$ cat src/rtl/dbg_bus_bridge.sv
// rtl/dbg_bus_bridge.sv - UART debug frame to memory bus bridge
module dbg_bus_bridge #(
    parameter int BUS_TIMEOUT   = 255,
    parameter int FRAME_TIMEOUT = 100000
) (
    input  logic        clk,
    input  logic        rst,
    input  logic [7:0]  rx_data,
    input  logic        rx_valid,
    output logic [7:0]  tx_data,
    output logic        tx_valid,
    input  logic        tx_ready,
    output logic        mem_valid_o,
    input  logic        mem_ready_i,
    output logic [31:0] mem_addr_o,
    output logic [31:0] mem_wdata_o,
    output logic [3:0]  mem_wstrb_o,
    input  logic [31:0] mem_rdata_i,
    output logic        busy,
    output logic        overrun
);
    localparam logic [2:0] S_IDLE = 3'd0;
    localparam logic [2:0] S_ADDR = 3'd1;
    localparam logic [2:0] S_DATA = 3'd2;
    localparam logic [2:0] S_BUS  = 3'd3;
    localparam logic [2:0] S_RESP = 3'd4;

    localparam logic [7:0] OP_WRITE = 8'h57;
    localparam logic [7:0] OP_READ  = 8'h52;
    localparam logic [7:0] RSP_OK   = 8'h4B;
    localparam logic [7:0] RSP_TMO  = 8'h54;

    localparam int BW = $clog2(BUS_TIMEOUT + 1);
    localparam int FW = $clog2(FRAME_TIMEOUT + 1);
    localparam logic [BW-1:0] BUS_LAST   = BW'(BUS_TIMEOUT - 1);
    localparam logic [FW-1:0] FRAME_LAST = FW'(FRAME_TIMEOUT - 1);

    logic [2:0]    state;
    logic          is_write;
    logic [1:0]    byte_cnt;
    logic [FW-1:0] frame_cnt;
    logic [BW-1:0] bus_cnt;
    logic [31:0]   rdata_q;
    logic [2:0]    tx_left;
    logic          frame_expire;
    logic          in_frame;

    assign busy         = (state != S_IDLE);
    assign in_frame     = (state == S_ADDR) || (state == S_DATA);
    // The FRAME_TIMEOUT-th idle cycle expires the frame, even if a byte lands in it.
    assign frame_expire = in_frame && (frame_cnt == FRAME_LAST);

    always_ff @(posedge clk) begin
        if (rst) begin
            state       <= S_IDLE;
            is_write    <= 1'b0;
            byte_cnt    <= 2'd0;
            frame_cnt   <= '0;
            bus_cnt     <= '0;
            rdata_q     <= 32'h0;
            tx_left     <= 3'd0;
            tx_data     <= 8'h00;
            tx_valid    <= 1'b0;
            mem_valid_o <= 1'b0;
            mem_addr_o  <= 32'h0;
            mem_wdata_o <= 32'h0;
            mem_wstrb_o <= 4'h0;
            overrun     <= 1'b0;
        end else begin
            if (rx_valid && (state == S_BUS || state == S_RESP)) begin
                overrun <= 1'b1;
            end
            case (state)
                S_IDLE: begin
                    if (rx_valid && (rx_data == OP_WRITE || rx_data == OP_READ)) begin
                        is_write  <= (rx_data == OP_WRITE);
                        byte_cnt  <= 2'd0;
                        frame_cnt <= '0;
                        state     <= S_ADDR;
                    end
                end
                S_ADDR, S_DATA: begin
                    if (frame_expire) begin
                        state <= S_IDLE;
                    end else if (rx_valid) begin
                        frame_cnt <= '0;
                        byte_cnt  <= byte_cnt + 2'd1;
                        if (state == S_ADDR) begin
                            mem_addr_o <= {mem_addr_o[23:0], rx_data};
                        end else begin
                            mem_wdata_o <= {mem_wdata_o[23:0], rx_data};
                        end
                        if (byte_cnt == 2'd3) begin
                            if (state == S_ADDR && is_write) begin
                                state <= S_DATA;
                            end else begin
                                state       <= S_BUS;
                                mem_valid_o <= 1'b1;
                                mem_wstrb_o <= is_write ? 4'hF : 4'h0;
                                bus_cnt     <= '0;
                            end
                        end
                    end else if (frame_cnt < FRAME_LAST) begin
                        frame_cnt <= frame_cnt + FW'(1);
                    end
                end
                S_BUS: begin
                    if (mem_ready_i) begin
                        mem_valid_o <= 1'b0;
                        rdata_q     <= mem_rdata_i;
                        tx_data     <= RSP_OK;
                        tx_valid    <= 1'b1;
                        tx_left     <= is_write ? 3'd0 : 3'd4;
                        state       <= S_RESP;
                    end else if (bus_cnt == BUS_LAST) begin
                        mem_valid_o <= 1'b0;
                        tx_data     <= RSP_TMO;
                        tx_valid    <= 1'b1;
                        tx_left     <= 3'd0;
                        state       <= S_RESP;
                    end else begin
                        bus_cnt <= bus_cnt + BW'(1);
                    end
                end
                S_RESP: begin
                    // Read data is streamed MSB first by shifting the captured word.
                    if (tx_valid && tx_ready) begin
                        if (tx_left == 3'd0) begin
                            tx_valid <= 1'b0;
                            state    <= S_IDLE;
                        end else begin
                            tx_data <= rdata_q[31:24];
                            rdata_q <= {rdata_q[23:0], 8'h00};
                            tx_left <= tx_left - 3'd1;
                        end
                    end
                end
                default: state <= S_IDLE;
            endcase
        end
    end
endmodule

$ cat config.mk
export PLATFORM = sky130hd
export DESIGN_NAME = dbg_bus_bridge
export DESIGN_NICKNAME = d
export VERILOG_FILES = /design/src/rtl/dbg_bus_bridge.sv
export SDC_FILE = /design/constraint.sdc
export NUM_CORES = 1
export LEC_CHECK = 0
export BUFFER_PORTS_ARGS = -buffer_cell sky130_fd_sc_hd__buf_2
export CORE_UTILIZATION = 59
export CTS_CLUSTER_SIZE = 40
export DETAILED_ROUTE_END_ITERATION = 8
export PLACE_DENSITY = 0.83
export RECOVER_POWER = 25
export SLEW_MARGIN = 40
export SYNTH_ARGS = -nofsm -noshare
export SYNTH_HDL_FRONTEND = slang
export SYNTH_SLANG_ARGS = --single-unit
export TNS_END_PERCENT = 1
$ cat constraint.sdc
create_clock -name clk -period 6.4 [get_ports clk]
set_input_delay 0.32 -clock clk [delete_from_list [all_inputs] [get_ports clk]]
set_output_delay 0.32 -clock clk [all_outputs]
set_load 0.01 [all_outputs]
# Word level (Yosys, flattened, before mapping)
# Index checks and enable logic that the tools add are counted.
# word_totals
regBits	145
inputBits	45
output_inout_bits	80
wordCells	127
# classes
n_addsub	4
n_lt_le_gt_ge	1
n_eq_ne	24
mux	54
bitwise	3
n_reduce_logical	27
# op_table
operator	n
2-to-1 mux 32 bit	3
2-to-1 mux 8 bit	10
2-to-1 mux 17 bit	4
one-hot mux 32 bit (2 select lines)	1
2-to-1 mux 3 bit	13
one-hot mux 17 bit (2 select lines)	1
one-hot mux 8 bit (2 select lines)	2
AND reduction 4 bit	7
!= test 2 bit, second input constant	9
adder 17 x 1 -> 17 bit, second input constant	1
== test 17 bit, second input constant	1
< comparator 17 bit, second input constant	1
== test 8 x 7 -> 1 bit, second input constant	2
one-hot mux 3 bit (4 select lines)	1
AND reduction 6 bit	2
2-to-1 mux 1 bit	11
!= test 3 bit, second input constant	3
adder 8 x 1 -> 8 bit, second input constant	1
== test 8 bit, second input constant	1
AND reduction 7 bit	1
== test 3 x 2 -> 1 bit, second input constant	2
logical NOT 3 bit	2
2-to-1 mux 2 bit	3
one-hot mux 3 bit (2 select lines)	1
18 further kinds	30

# Depth between registers and ports, before layout
# depth
word_depth	7
depth_mapped	9
ltp_nobuf	7

# Worst setup path after synthesis
# No wires, ideal clock.
# synth_timing
path_kind	reg-to-reg
start	register frame_cnt[11]
end	register mem_addr_o[10]
setup_time_ps	132
arrival_ps	2228
t_required_ps	6268
setup_slack_ps	4040
path_stages_with_launch	9
path_buffers	3
synth_period_minus_slack_ps	2360
cell_sequence	dfxtp_1 -> or4_4 -> or4_1 -> clkbuf_1 -> and3_1 -> clkbuf_1 -> clkbuf_1 -> nand2_1 -> a21oi_1
# synth_via
elab_chain_len	4
# synth_rtl
element	line_no	text
start, declared	41	logic [FW-1:0] frame_cnt;
start signal, assigned	104	frame_cnt <= frame_cnt + FW'(1);
== test 17 bit	51	assign frame_expire = in_frame && (frame_cnt == FRAME_LAST);
logical AND 1 bit	51	
inverter 1 bit (no line)	n/a	
AND reduction 4 bit (no line)	n/a	
end signal, assigned	89	mem_addr_o <= {mem_addr_o[23:0], rx_data};
end, declared	15	output logic [31:0] mem_addr_o,
# No other way between the ends.
# A chain may end at the register's enable or synchronous reset.

# Worst setup path in the final report
# layout_timing
start	register frame_cnt[7]
end	register state[0]
# layout_via
elab_chain_len	4
word_cells_on_any_way	7
cone_classes	3 x eq/ne; 2 x mux; 2 x reduce/logical
# layout_rtl
element	line_no	text
== test 17 bit (*)	51	
logical AND 1 bit (*)	51	
!= test 3 bit (no line) or 2-to-1 mux 3 bit (tied branches)	n/a	
AND reduction 6 bit (no line) or one-hot mux 3 bit (4 select lines) (tied branches)	n/a	
end signal, assigned	55	state <= S_IDLE;
end signal, assigned	79	state <= S_ADDR;
end signal, assigned	84	state <= S_IDLE;
end, declared	38	logic [2:0] state;
# Every way passes the cells marked *; elsewhere a longest branch is shown, timed or not.

==> impl_metrics.tcl <==
set metrics [dict create \
    run_status "completed" \
    setup-tns-final_ns 0 \
    cts.sinks 142 \
    grt_overflow 0 \
    coreArea_um2 9820 \
    cts_made_buffers 17 \
    drive_gt1_share_pct 13.1 \
    areaGrowthSynthToFinish_pct 19.2 \
    crit_path_end_kind "flip-flop" \
    cts.path.max_buffers 2 \
    synth-seq-cells 142 \
    final_cells 1010 \
    nets 916 \
    num_rows 36 \
    p_per_area_nw_per_um2 296 \
    regToRegSetupSlack_ns 3.52 \
    critPathMaxFanout 11 \
    worstSetupStartpointType "flip-flop" \
    cts_resized 0 \
    die_h_um 103 \
    synth_nets 826 \
    grt_max_degree 63 \
    critPathMaxStageDelay_ns 0.71 \
    pwr-share-comb_pct 9.4 \
    rsz0062_at_grt "false" \
    cp_data_arrival_time_ns 3.32 \
    vdd_drop_max_mv 0.179 \
    antenna_found_initial 0 \
    yosysTopAreaCell "dfxtp_1" \
    avgSynthCellArea_um2 7.78 \
    htreeDepth 4 \
    ys_seq_area_share_pct 47.1 \
    place_inst 979 \
    synthArstFlopShare_pct 0 \
    syn_inst 775 \
    grt_use_total_pct 28.7 \
    synthesis.area_um2 6030 \
    skew_ns 0.0125 \
    max_freq_mhz 347 \
    worstPathRequired_ns 6.85 \
    maxCapViolations 0 \
    dieArea_um2 10600 \
    worstSetupPathType "flip-flop to flip-flop" \
    period_share_pct 45.0 \
    p_clk_share_pct 47.3 \
    globalplace.congestion 0.851 \
    grt_pass1_vias 5179 \
    setup_viol 0 \
    port_buffers 124 \
    clk_latency_ns 0.52 \
    synth-edff-count 0 \
    drc_errors 0 \
    cts.clk_slew.worst_paths_ns 0.07 \
    num_vias 5904 \
    yosys_warnings 0 \
    die_width_um 103 \
    post_drt_wl_per_cell_um 14.9 \
    synth_ff_type "dfxtp_1" \
    p_int_mw 1.56 \
    initial_core_util_pct 61.4 \
    tightestPinTransition_ns 0.762 \
    p_sw_mw 0.568 \
    antennaDiodeCount 0 \
    vias_per_cell 5.85 \
    ctsHoldBuffers 0 \
    hold_path.class "primary input to flip-flop" \
    cp_common_cell "or4_1" \
    wirelength_um 15100 \
    drt_iter0_markers 328 \
    cts_root_buf "clkbuf_8" \
    netlist.area_leader.share_pct 47.1 \
    synth.top_cells.by_area "dfxtp_1, nand2_1, a21oi_1" \
    relSlewSlack_pct 48.7 \
    power_frac_seq_pct 43.4 \
    cts_tree "built" \
    path_cells "or4bb_1 > or4_1 > a311o_1 > or4_1 > a21oi_1" \
    hold_viol_final 0 \
    finalCriticalPeriod_ns 2.88 \
    slowest_stage "or4_1" \
    drt_first_pass_iters 5 \
    ios 125 \
    post_cts_buffers 0 \
    swShare_pct 26.7 \
    grt_first_pass_wirelength_um 24000 \
    ys_types 53 \
    hpwl_um 9700 \
    antenna_left 0 \
    leakagePower_nw 2.51 \
    maxSlewViolCount 0 \
]
-- per-layer routing --
layer,up-vias,global-route usage [%],wire length [um]
met5,-,0,0
met4,0,11.1,334
met3,37,6.17,865
met2,235,48.4,7650
met1,2730,36.0,6230
li1,2902,-,-
-- Yosys cell counts (all sizes together) (7+ instances only) --
master	instances
a21oi	96
a311oi	24
a31oi	24
a41oi	7
buf	13
clkbuf	47
dfxtp	142
inv	8
nand2	215
nand3	25
nand4	8
nor2	48
nor3	18
o21ai	15
or3	8
-- state kept, by name, indices dropped and copies added, names as in the netlist --
name         cells
mem_addr_o      32
mem_wdata_o     32
rdata_q         32
frame_cnt       17
bus_cnt          8
tx_data          8
state            3
tx_left          3
byte_cnt         2
is_write         1
mem_valid_o      1
mem_wstrb_o      1
overrun          1
tx_valid         1
-- power by group through the flow --
stage / clock network, mW / logic (mW) / registers [mW]
global placement: 0 / 0.188 / 0.940
CTS: 1.01 / 0.199 / 0.923
global route: 1.05 / 0.220 / 0.925
floorplan: 0 / 0.135 / 0.938
finish: 1.01 / 0.200 / 0.924
detailed placement: 0 / 0.196 / 0.941
-- cells in the final DEF (no fill, tap or decap), types with 3 or more instances in the layout --
master     netlist  layout
nor2_1          48      48
nand4_1          8       8
buf_4            3       8
o21ai_0         12      12
inv_6            0       3
clkbuf_1        47      56
nand2_1        215     215
bufinv_16        0       3
or4_1            5       5
clkinv_4         0       3
and4_1           3       3
a31oi_1         24      24
a211oi_1         3       3
a311oi_1        24      24
or3_1            8       8
and3_1           4       3
clkbuf_16        0      16
nor2b_1          3       3
nand3_1         25      24
nor4_1           3       3
nor3_1          18      18
o211ai_1         6       6
inv_1            8       8
buf_2            6      68
o31ai_1          5       5
a41oi_1          7       7
nand2b_1         6       6
ha_1             6       6
a21oi_1         96      95
dfxtp_1        142     142
o21ai_1          3       3
-- path summary, 6_finish.rpt --
path / startpoint / cells past startpoint / end
worst max-delay path: frame_cnt[7]$_SDFFE_PP0P_ / 5 / state[0]$_SDFFE_PP0P_
worst min-delay path: mem_rdata_i[5] / 3 / rdata_q[5]$_SDFFE_PP0P_
worst max register to register: frame_cnt[7]$_SDFFE_PP0P_ / 5 / state[0]$_SDFFE_PP0P_
worst min register to register: mem_addr_o[27]$_SDFFE_PP0P_ / 2 / mem_addr_o[27]$_SDFFE_PP0P_
-- critical path: cells and delay by family, from the launching register on --
kind,cells,cell delay [ns]
flops,1,0.54
compound gates,2,0.53
simple gates,3,1.74
-- final cells by class --
| type | count | area (um^2) |
|---|---|---|
| clock buffers | 18 | 418 |
| clock inverters | 13 | 180 |
| fillers | 800 | 2630 |
| inverters | 8 | 30.0 |
| multi-input cells | 565 | 2940 |
| flip-flops and latches | 142 | 2840 |
| well taps | 133 | 166 |
| repair buffers | 131 | 607 |
-- stage by stage --
| step | setup WS [ns] | cell area [um^2] | total power, mW | utilization, % | hold slack (ns) |
|---|---|---|---|---|---|
| after floorplan | 4.04 | 6030 | 1.07 | - | 0.432 |
| after global placement | 3.43 | 6640 | 1.13 | 67.6 | 0.438 |
| after detailed placement | 3.60 | 6650 | 1.14 | 67.7 | 0.445 |
| after CTS | 3.56 | 7250 | 2.13 | 73.8 | 0.0362 |
| after global routing | 3.33 | 7190 | 2.20 | 73.2 | 0.0421 |
| final | 3.52 | 7190 | 2.13 | 73.2 | 0.0451 |
-- logic make-up (layout without fill, tap and decap cells) --
group / Yosys count / in the layout / share of synthesized area [%]
xor+xnor: 3 / 3 / 0.436
flops: 142 / 142 / 47.1
mux: 1 / 1 / 0.166
buf+inv: 68 / 170 / 4.54
fa+ha+maj: 6 / 6 / 1.25
compound gates: 196 / 196 / 20.4
simple gates: 359 / 359 / 26.1
No activity file was read; power rests on OpenSTA's default activity.
